[config.mk]
export PLATFORM = sky130hd
export DESIGN_NAME = ex_stage
export DESIGN_NICKNAME = d
export VERILOG_FILES = /design/src/rtl/ex_pkg.sv /design/src/rtl/ex_stage.sv
export SDC_FILE = /design/constraint.sdc
export NUM_CORES = 2
export LEC_CHECK = 0
export CORE_UTILIZATION = 45
export DETAILED_ROUTE_END_ITERATION = 8
export GPL_TIMING_DRIVEN = 0
export PLACE_DENSITY_LB_ADDON = 0.2
export SETUP_SLACK_MARGIN = 0.5
export SLEW_MARGIN = 20
export SYNTH_ARGS = -nofsm -noshare
export SYNTH_HDL_FRONTEND = slang
export SYNTH_SLANG_ARGS = --single-unit
[constraint.sdc]
create_clock -name clk_i -period 10 [get_ports clk_i]
set_clock_uncertainty 0.2 [all_clocks]
set_input_delay 1 -clock clk_i [delete_from_list [all_inputs] [get_ports clk_i]]
set_output_delay 1 -clock clk_i [all_outputs]
set_load 0.1 [all_outputs]
[src/rtl/ex_pkg.sv]
// Shared pipeline field types for the execute stage and its neighbours.
// Latency: n/a (types only).
// Backpressure: n/a.
package ex_pkg;

  // Destination register file of an instruction.
  typedef enum logic {
    X_REG = 1'b0,
    F_REG = 1'b1
  } reg_bank_mux_t;

  // Memory access size.
  typedef enum logic [1:0] {
    BYTE = 2'd0,
    HALF = 2'd1,
    WORD = 2'd2
  } data_type_t;

endpackage

[src/rtl/ex_stage.sv]
// Execute stage: ID->EX register, ALU, single-cycle multiply, iterative divide.
// Latency: ALU/MUL result valid the cycle the op sits in EX; DIV/REM busy 33 cycles (1 on fast specials).
// Backpressure: stall_ex_i holds the EX register; busy_ex_o stalls IF/ID while the divider runs.
//
// Ports: clk_i/rst_i (async active-high); *_id_i fields from ID; *_ex_o fields to the
// EX->MEM register; stall_ex_i hold, flush_ex_i bubble; busy_ex_o divider occupied.
module ex_stage
  import ex_pkg::*;
#(
  parameter logic DIV_FAST_SPECIAL = 1'b1
) (
  input  logic          clk_i,
  input  logic          rst_i,
  input  logic [31:0]   rs1_data_id_i,
  input  logic [31:0]   rs2_data_id_i,
  input  logic [31:0]   imm_id_i,
  input  logic          alu_src_imm_id_i,
  input  logic [4:0]    alu_op_id_i,
  input  logic [4:0]    rd_addr_id_i,
  input  reg_bank_mux_t rd_dst_bank_id_i,
  input  logic          mem_wen_id_i,
  input  logic          mem_sign_extend_id_i,
  input  logic          reg_alu_wen_id_i,
  input  logic          reg_mem_wen_id_i,
  input  logic          valid_id_i,
  input  data_type_t    mem_data_type_id_i,
  input  logic          stall_ex_i,
  input  logic          flush_ex_i,
  output logic [4:0]    rd_addr_ex_o,
  output reg_bank_mux_t rd_dst_bank_ex_o,
  output logic [31:0]   alu_result_ex_o,
  output logic          mem_wen_ex_o,
  output data_type_t    mem_data_type_ex_o,
  output logic          mem_sign_extend_ex_o,
  output logic [31:0]   mem_wdata_ex_o,
  output logic          reg_alu_wen_ex_o,
  output logic          reg_mem_wen_ex_o,
  output logic          valid_ex_o,
  output logic          busy_ex_o
);

  localparam logic [4:0] OP_ADD = 5'd0,  OP_SUB = 5'd1,  OP_SLL = 5'd2,  OP_SLT = 5'd3;
  localparam logic [4:0] OP_SLTU = 5'd4, OP_XOR = 5'd5,  OP_SRL = 5'd6,  OP_SRA = 5'd7;
  localparam logic [4:0] OP_OR = 5'd8,   OP_AND = 5'd9,  OP_MUL = 5'd10, OP_MULH = 5'd11;
  localparam logic [4:0] OP_MULHSU = 5'd12, OP_MULHU = 5'd13, OP_DIV = 5'd14;
  localparam logic [4:0] OP_DIVU = 5'd15, OP_REM = 5'd16, OP_REMU = 5'd17;

  typedef enum logic [1:0] {DIV_IDLE, DIV_RUN, DIV_DONE} div_state_t;

  // EX pipeline register
  logic [31:0]   r_a, r_b, r_rs2;
  logic [4:0]    r_op, r_rd_addr;
  reg_bank_mux_t r_bank;
  data_type_t    r_mem_type;
  logic          r_mem_wen, r_mem_sext, r_reg_alu_wen, r_reg_mem_wen, r_valid;

  // Divider state
  div_state_t    r_div_state;
  logic [4:0]    r_cnt;
  logic [31:0]   r_quo, r_rem, r_dvs;
  logic          r_q_neg, r_r_neg;

  logic          w_busy, w_load, w_abort;
  logic          w_div_op, w_div_signed, w_div_start, w_fast;
  logic          w_a_neg, w_b_neg, w_b_zero, w_ovf, w_ge;
  logic [31:0]   w_abs_a, w_abs_b, w_diff, w_quo_fin, w_rem_fin, w_alu;
  logic [32:0]   w_shift;
  logic          w_a_sx, w_b_sx;
  logic [63:0]   w_mul_a, w_mul_b, w_prod;

  assign w_div_op     = (r_op >= OP_DIV) && (r_op <= OP_REMU);
  assign w_div_signed = (r_op == OP_DIV) || (r_op == OP_REM);
  assign w_div_start  = r_valid && w_div_op && (r_div_state == DIV_IDLE);
  assign w_busy       = w_div_start || (r_div_state == DIV_RUN);
  // A flush that is not stalled kills whatever is in EX, including a running divide.
  assign w_abort      = flush_ex_i && !stall_ex_i;
  assign w_load       = !stall_ex_i && (!w_busy || flush_ex_i);

  always_ff @(posedge clk_i or posedge rst_i) begin
    if (rst_i) begin
      r_a           <= '0;
      r_b           <= '0;
      r_rs2         <= '0;
      r_op          <= OP_ADD;
      r_rd_addr     <= '0;
      r_bank        <= X_REG;
      r_mem_type    <= WORD;
      r_mem_wen     <= 1'b0;
      r_mem_sext    <= 1'b0;
      r_reg_alu_wen <= 1'b0;
      r_reg_mem_wen <= 1'b0;
      r_valid       <= 1'b0;
    end else if (w_load) begin
      // A bubble only kills the side-effect bits; data fields hold.
      r_mem_wen     <= mem_wen_id_i && !flush_ex_i;
      r_reg_alu_wen <= reg_alu_wen_id_i && !flush_ex_i;
      r_reg_mem_wen <= reg_mem_wen_id_i && !flush_ex_i;
      r_valid       <= valid_id_i && !flush_ex_i;
      if (!flush_ex_i) begin
        r_a        <= rs1_data_id_i;
        r_b        <= alu_src_imm_id_i ? imm_id_i : rs2_data_id_i;
        r_rs2      <= rs2_data_id_i;
        r_op       <= alu_op_id_i;
        r_rd_addr  <= rd_addr_id_i;
        r_bank     <= rd_dst_bank_id_i;
        r_mem_type <= mem_data_type_id_i;
        r_mem_sext <= mem_sign_extend_id_i;
      end
    end
  end

  // Divider operand preparation (magnitudes for signed ops)
  assign w_a_neg  = w_div_signed & r_a[31];
  assign w_b_neg  = w_div_signed & r_b[31];
  assign w_abs_a  = w_a_neg ? -r_a : r_a;
  assign w_abs_b  = w_b_neg ? -r_b : r_b;
  assign w_b_zero = (r_b == 32'd0);
  assign w_ovf    = w_div_signed && (r_a == 32'h8000_0000) && (r_b == 32'hFFFF_FFFF);
  assign w_fast   = DIV_FAST_SPECIAL && (w_b_zero || w_ovf);

  // Restoring step: partial remainder is always < divisor, so 32 bits suffice
  // once the trial subtraction has been decided on the 33-bit shifted value.
  assign w_shift  = {r_rem, r_quo[31]};
  assign w_ge     = w_shift >= {1'b0, r_dvs};
  assign w_diff   = w_shift[31:0] - r_dvs;

  always_ff @(posedge clk_i or posedge rst_i) begin
    if (rst_i) begin
      r_div_state <= DIV_IDLE;
      r_cnt       <= '0;
      r_quo       <= '0;
      r_rem       <= '0;
      r_dvs       <= '0;
      r_q_neg     <= 1'b0;
      r_r_neg     <= 1'b0;
    end else begin
      case (r_div_state)
        DIV_IDLE: begin
          if (w_div_start && !w_abort) begin
            if (w_fast) begin
              r_quo       <= w_b_zero ? 32'hFFFF_FFFF : 32'h8000_0000;
              r_rem       <= w_b_zero ? r_a : 32'd0;
              r_q_neg     <= 1'b0;
              r_r_neg     <= 1'b0;
              r_div_state <= DIV_DONE;
            end else begin
              r_quo       <= w_abs_a;
              r_rem       <= '0;
              r_dvs       <= w_abs_b;
              // Divide by zero must leave the all-ones quotient unnegated.
              r_q_neg     <= (w_a_neg ^ w_b_neg) & ~w_b_zero;
              r_r_neg     <= w_a_neg;
              r_cnt       <= 5'd31;
              r_div_state <= DIV_RUN;
            end
          end
        end
        DIV_RUN: begin
          if (w_abort) begin
            r_div_state <= DIV_IDLE;
          end else begin
            r_rem <= w_ge ? w_diff : w_shift[31:0];
            r_quo <= {r_quo[30:0], w_ge};
            r_cnt <= r_cnt - 5'd1;
            if (r_cnt == 5'd0) r_div_state <= DIV_DONE;
          end
        end
        DIV_DONE: begin
          if (!stall_ex_i) r_div_state <= DIV_IDLE;
        end
        default: r_div_state <= DIV_IDLE;
      endcase
    end
  end

  assign w_quo_fin = r_q_neg ? -r_quo : r_quo;
  assign w_rem_fin = r_r_neg ? -r_rem : r_rem;

  // 64-bit sign/zero-extended operands give the same high word as a 33x33 signed product.
  assign w_a_sx  = (r_op == OP_MULH) || (r_op == OP_MULHSU);
  assign w_b_sx  = (r_op == OP_MULH);
  assign w_mul_a = {{32{w_a_sx & r_a[31]}}, r_a};
  assign w_mul_b = {{32{w_b_sx & r_b[31]}}, r_b};
  assign w_prod  = w_mul_a * w_mul_b;

  always_comb begin
    w_alu = '0;
    case (r_op)
      OP_ADD:    w_alu = r_a + r_b;
      OP_SUB:    w_alu = r_a - r_b;
      OP_SLL:    w_alu = r_a << r_b[4:0];
      OP_SLT:    w_alu = {31'd0, $signed(r_a) < $signed(r_b)};
      OP_SLTU:   w_alu = {31'd0, r_a < r_b};
      OP_XOR:    w_alu = r_a ^ r_b;
      OP_SRL:    w_alu = r_a >> r_b[4:0];
      OP_SRA:    w_alu = $unsigned($signed(r_a) >>> r_b[4:0]);
      OP_OR:     w_alu = r_a | r_b;
      OP_AND:    w_alu = r_a & r_b;
      OP_MUL:    w_alu = w_prod[31:0];
      OP_MULH, OP_MULHSU, OP_MULHU: w_alu = w_prod[63:32];
      OP_DIV, OP_DIVU: w_alu = w_quo_fin;
      OP_REM, OP_REMU: w_alu = w_rem_fin;
      default:   w_alu = '0;
    endcase
  end

  assign rd_addr_ex_o         = r_rd_addr;
  assign rd_dst_bank_ex_o     = r_bank;
  assign alu_result_ex_o      = w_alu;
  assign mem_data_type_ex_o   = r_mem_type;
  assign mem_sign_extend_ex_o = r_mem_sext;
  assign mem_wdata_ex_o       = r_rs2;
  // MEM sees a bubble for as long as the divider holds the instruction.
  assign mem_wen_ex_o         = r_mem_wen && !w_busy;
  assign reg_alu_wen_ex_o     = r_reg_alu_wen && !w_busy;
  assign reg_mem_wen_ex_o     = r_reg_mem_wen && !w_busy;
  assign valid_ex_o           = r_valid && !w_busy;
  assign busy_ex_o            = w_busy;

endmodule

* Word level (Yosys, flattened, before mapping)
Cells that the tools add are included.
** Cells by class
- $add $sub $neg :: 8
- Multiply operators :: 1
- Divide/modulo/power cells :: 0
- $lt $le $gt $ge :: 5
- Eq/ne operators :: 26
- Shift operators :: 3
- Mux-type cells :: 29
- Bitwise logic cells :: 12
- Reductions and logical operators :: 39
** Operators with widths (count)
- 32-bit one-hot mux with 14 select lines :: 1
- 32-bit 2-to-1 mux :: 13
- 32-bit negator :: 4
- 32-bit one-hot mux with 2 select lines :: 2
- 32-bit equality test (second input constant) :: 2
- 32-bit < comparator :: 2
- 33-bit by 33-bit multiplier with 64-bit output :: 1
- 32-bit subtractor :: 2
- 5-bit by 4-bit equality test with 1-bit output (second input constant) :: 8
- 33-bit by 32-bit >= comparator with 1-bit output :: 1
- 32-bit adder :: 1
- 32-bit bitwise AND :: 1
- 32-bit logical NOT :: 1
- 32-bit OR :: 1
- 32-bit by 5-bit left shift with 32-bit output :: 1
- 32-bit by 5-bit right shift with 32-bit output :: 1
- 32-bit by 5-bit >>> shifter with 32-bit output :: 1
- 32-bit bitwise XOR :: 1
- 31-bit 2-to-1 mux :: 1
- 5-bit by 3-bit equality test with 1-bit output (second input constant) :: 4
- 1-bit logical AND :: 16
- 5-bit 2-to-1 mux :: 3
- 5-bit by 2-bit equality test with 1-bit output (second input constant) :: 2
- 5-bit equality test (second input constant) :: 2
- 26 further kinds :: 51
** Storage, ports and cells
- Register bits after elaboration :: 219
- Latch bits :: 0
- Memory bits (writable) :: 0
- Memory bits (read-only) :: 0
- Bits of input ports :: 119
- Logic and storage cells :: 142
- Memories kept :: 0

* Logic depth before layout (Yosys ltp)
- Depth after elaboration :: 9
- Depth in mapped cells :: 35
- Depth with buffers taken out :: 32

* Worst setup path after synthesis
OpenSTA, ideal clock, no wires.
- Path kind :: register to output
- From :: reg r_b[2]
- To :: out alu_result_ex_o[19]
- Arrival time :: 10.622 ns
- Data required time :: 8.800 ns
- Setup slack :: -1.822 ns
- Stages on the path, launching flop included :: 31
- Cell sequence :: dfrtp_1 clkbuf_1 inv_1 buf_1 buf_1 buf_1 buf_1 nor3_1 fa_1 inv_1 fa_1 inv_1 fa_1 inv_1 fa_1 inv_1 fa_1 fa_1 fa_1 inv_1 fa_1 inv_1 ha_1 buf_1 and3_1 nand2_1 nor3_1 a21oi_1 and2_1 a21oi_1 o21ai_0
** Between the ends
- Word-level cells in the longest chain between the ends :: 2
** RTL lines
- start, declared :: line ex_stage.sv:51 : logic [31:0] r_a, r_b, r_rs2;
- start signal, assigned :: line ex_stage.sv:101 : r_b <= alu_src_imm_id_i ? imm_id_i : rs2_data_id_i;
- 33-bit by 33-bit multiplier with 64-bit output, or another cell as far along :: line ex_stage.sv:184 : assign w_prod = w_mul_a * w_mul_b;
- 32-bit one-hot mux with 14 select lines (*) :: line ex_stage.sv:188 : case (r_op)
- end, declared :: line ex_stage.sv:31 : output logic [31:0] alu_result_ex_o,
Every way passes the cells marked *; elsewhere a longest branch is shown, timed or not.

* Final worst setup path
- From :: reg r_op[2]
- To :: out alu_result_ex_o[28]
** Between the ends
- Word-level cells in the longest chain between the ends :: 5
** RTL lines
- start, declared :: line ex_stage.sv:52 : logic [4:0] r_op, r_rd_addr;
- start signal, assigned :: line ex_stage.sv:103 : r_op <= alu_op_id_i;
- 5-bit by 4-bit equality test with 1-bit output, on equally long branches :: line ex_stage.sv:180, ex_stage.sv:181, ex_stage.sv:188
- 1-bit logical OR :: line ex_stage.sv:180 : assign w_a_sx = (r_op == OP_MULH) || (r_op == OP_MULHSU);
- 1-bit bitwise AND :: line ex_stage.sv:182 : assign w_mul_a = {{32{w_a_sx & r_a[31]}}, r_a};
- 33-bit by 33-bit multiplier with 64-bit output :: line ex_stage.sv:184
- 32-bit one-hot mux with 14 select lines (*) :: line ex_stage.sv:188
Marks and branches as above.

==> impl_metrics.json <==
{
  "fin_cells": 9496,
  "synth_top_area_share_pct": 37.7,
  "first_pass_iters": 8,
  "setup_ws_ns": -1.25,
  "critPathArrivalTime_ns": 10.05,
  "io_pins": 197,
  "netlist_area_sq_um": 59900,
  "yosysTopAreaCell": "fa_1",
  "violations": "setup timing",
  "ys_warn_count": 0,
  "antenna_found_initial": 36,
  "ys_seq_area_share_pct": 9.15,
  "async_flop_share_pct": 100,
  "routed-via-count": 59800,
  "cp_slowest_cell": "fa_2",
  "synth.ff_latch_count": 219,
  "grt_pass1_vias": 59800,
  "hold_violations": 0,
  "die_y_um": 367,
  "initial_core_util_pct": 45.5,
  "path_buf_inv": 13,
  "syn_inst": 7190,
  "syn_nets": 8785,
  "grt_pass1_wl_um": 468000,
  "path_max_fanout": 7,
  "place_inst": 9173,
  "final_layout_size_suffix_gt1_share_pct": 16.5,
  "maxSlewHeadroom_pct": 10.0,
  "crit_path_start": "r_op[2]$_DFFE_PP0P_",
  "drt-wirelength-per-cell_um": 35.9,
  "cts_made_buffers": 29,
  "drt_iter0_drc": 7327,
  "clock_path_buffers": 3,
  "cp_top_family": "adder cells",
  "cts_hold_buffers": 0,
  "globalplace.congestion": 1.16,
  "hpwlAfterDp_um": 279000,
  "critPathLaunchType": "flip-flop",
  "synthTopCellsByArea": "fa_1 38%, dfrtp_1 9.1%, inv_1 8.3%",
  "ys_types": 90,
  "cts.sinks": 219,
  "viasPerCell": 6.30,
  "die_x_um": 367,
  "rsz0062_at_grt": "yes",
  "fin_util_pct": 55.4,
  "crit-reg2reg-launch": "r_a[1]$_DFFE_PP0P_",
  "clock_latency_ns": 0.63,
  "hp-start": "r_dvs[0]$_DFFE_PP0P_",
  "path_clk_slew_ns": 0.07,
  "critical-path-max-stage-delay_ns": 0.67,
  "status": "complete, but fails checks",
  "cp.required_ns": 8.80,
  "timing.setup.tns_ns": -19.36,
  "die_area_sq_um": 135000,
  "worst_pin_slew_ns": 1.35,
  "gr-total-overflow": 0,
  "area_delta_synth_final_pct": 21.9,
  "synth_edf_count": 0,
  "drc_errors": 0,
  "period_needed_ns": 11.25,
  "slew_viol_final": 0,
  "portBuffers": 194,
  "wl_um": 341000,
  "path_class": "flip-flop to output port",
  "max_freq_mhz": 88.9,
  "synth_flop_cell": "dfrtp_1",
  "max-cap-violations": 0,
  "critPathCaptureType": "output port",
  "num_rows": 133,
  "ant_nets": 0,
  "holdCritPathClass": "flip-flop to flip-flop",
  "min_period_over_period_pct": 113,
  "fp.coreArea_sq_um": 132000,
  "cts_max_level": 1,
  "avgSynthCellArea_sq_um": 8.33,
  "nets": 9289,
  "cts_tree": "yes",
  "grt_max_degree": 96,
  "setup_viol": 31,
  "cts-root-buf": "clkbuf_16",
  "track_usage_pct": 50.3,
  "fill_cells": 12300
}
worst reg2reg max path: cells and delay by family (launching register included):
kind,cells,cell delay [ns]
AO/OA/AOI/OAI,1,0.18
flip-flops,1,0.54
AND/OR/NAND/NOR,8,3.41
buffers and inverters,5,1.75
adder cells (fa/ha/maj),1,0.24
cell usage in the layout, fill, tap and decap left out, types with 69 or more instances in the layout:
| master | n |
|---|---|
| buf_4 | 232 |
| o21ai_0 | 245 |
| buf_6 | 69 |
| clkbuf_1 | 147 |
| nand2_1 | 1032 |
| mux2i_1 | 77 |
| xnor2_1 | 125 |
| nor2_1 | 641 |
| inv_1 | 1271 |
| fa_1 | 1082 |
| clkbuf_2 | 75 |
| dfrtp_1 | 181 |
| clkdlybuf4s50_1 | 162 |
| ha_1 | 317 |
| a21oi_1 | 290 |
state kept, by name, indices dropped and copies added (netlist names), 2 cells and up:
register / count
r_cnt: 5
r_dvs: 32
r_b: 32
r_rem: 32
r_div_state: 2
mem_wdata_ex_o: 32
r_a: 32
rd_addr_ex_o: 5
r_op: 5
mem_data_type_ex_o: 2
r_quo: 32
Yosys cell counts (all sizes together) (12+ instances only):
master,n
and3,21
clkinv,13
a221oi,58
o221ai,27
xor2,72
a211o,13
or4,19
nand2b,25
and2,16
dfrtp,218
inv,1336
xnor2,140
mux2,49
a221o,13
a21o,59
nor2,663
o211ai,26
nor4,33
a31oi,52
buf,116
nor3,68
clkbuf,369
o41ai,18
o2111ai,12
a2111oi,13
nor2b,26
a211oi,30
nand3,64
o21a,17
fa,1128
nand2,1052
ha,348
mux4,54
or3,22
o22ai,37
nand4,48
a22oi,32
o21bai,24
o31ai,38
o21ai,307
or2,12
mux2i,79
a21oi,334
final timing paths:
check | to | slack (ns) | cells after the start
setup / recovery | alu_result_ex_o[28] | -1.25 | 34
hold / removal | r_dvs[0]$_DFFE_PP0P_ | 0.30 | 2
setup reg to reg | r_dvs[3]$_DFFE_PP0P_ | 3.61 | 15
hold reg to reg | r_dvs[0]$_DFFE_PP0P_ | 0.30 | 2
max in group asynchronous | r_a[13]$_DFFE_PP0P_ | 7.63 | 4
min in group asynchronous | mem_wdata_ex_o[26]$_DFFE_PP0P_ | 0.59 | 2
area by class of cell:
cell class	instances	area, sq um	area share (%)
multi-input combinational	5137	50300	68.8
sequential	219	5540	7.58
inverter	1349	5210	7.13
timing repair buffer	473	5030	6.88
buffer	485	3780	5.18
tap	1755	2200	3.01
clock buffer	40	817	1.12
clock inverter	14	179	0.245
antenna	24	60.1	0.0822
per-stage QoR:
step | hold WS [ns] | cell area (sq um) | setup slack [ns]
floorplan | 0.254 | 60600 | -0.271
global placement | 0.275 | 64800 | -4.54
detailed placement | 0.282 | 65600 | -4.07
CTS | 0.296 | 71100 | -1.04
global route | 0.314 | 73000 | -1.24
finish | 0.295 | 73100 | -1.25
repair_timing:
item                                     CTS  global route
pin swaps                                142           200
setup buffers                            146            97
endpoints found under the setup margin    32            32
gates cloned                               1             1
resized for setup                       1189           336
per-layer routing:
metal | vias up | routed length [um] | track usage, % | share of wire [%]
li1 | 23700 | - | - | -
met2 | 4199 | 139000 | 70.6 | 41
met4 | 26 | 34200 | 39.9 | 10
met1 | 30600 | 123000 | 62.0 | 36
met5 | - | 181 | 0 | 0.053
met3 | 1258 | 44900 | 18.5 | 13
cells by family (layout without fill, tap and decap cells):
| logic type | Yosys count | in the layout | synth area share, % |
|---|---|---|---|
| adder cells (fa/ha/maj) | 1476 | 1476 | 45.0 |
| AO/OA/AOI/OAI | 1170 | 1170 | 12.3 |
| XOR/XNOR | 212 | 212 | 3.10 |
| multiplexers | 182 | 182 | 4.27 |
| other | 0 | 24 | 0 |
| flip-flops | 219 | 219 | 9.15 |
| AND/OR/NAND/NOR | 2097 | 2097 | 14.7 |
| buffers and inverters | 1834 | 2361 | 11.5 |
Power is not shown: default switching activity piles up to over one toggle a cycle in this logic, so the estimate is an artifact.
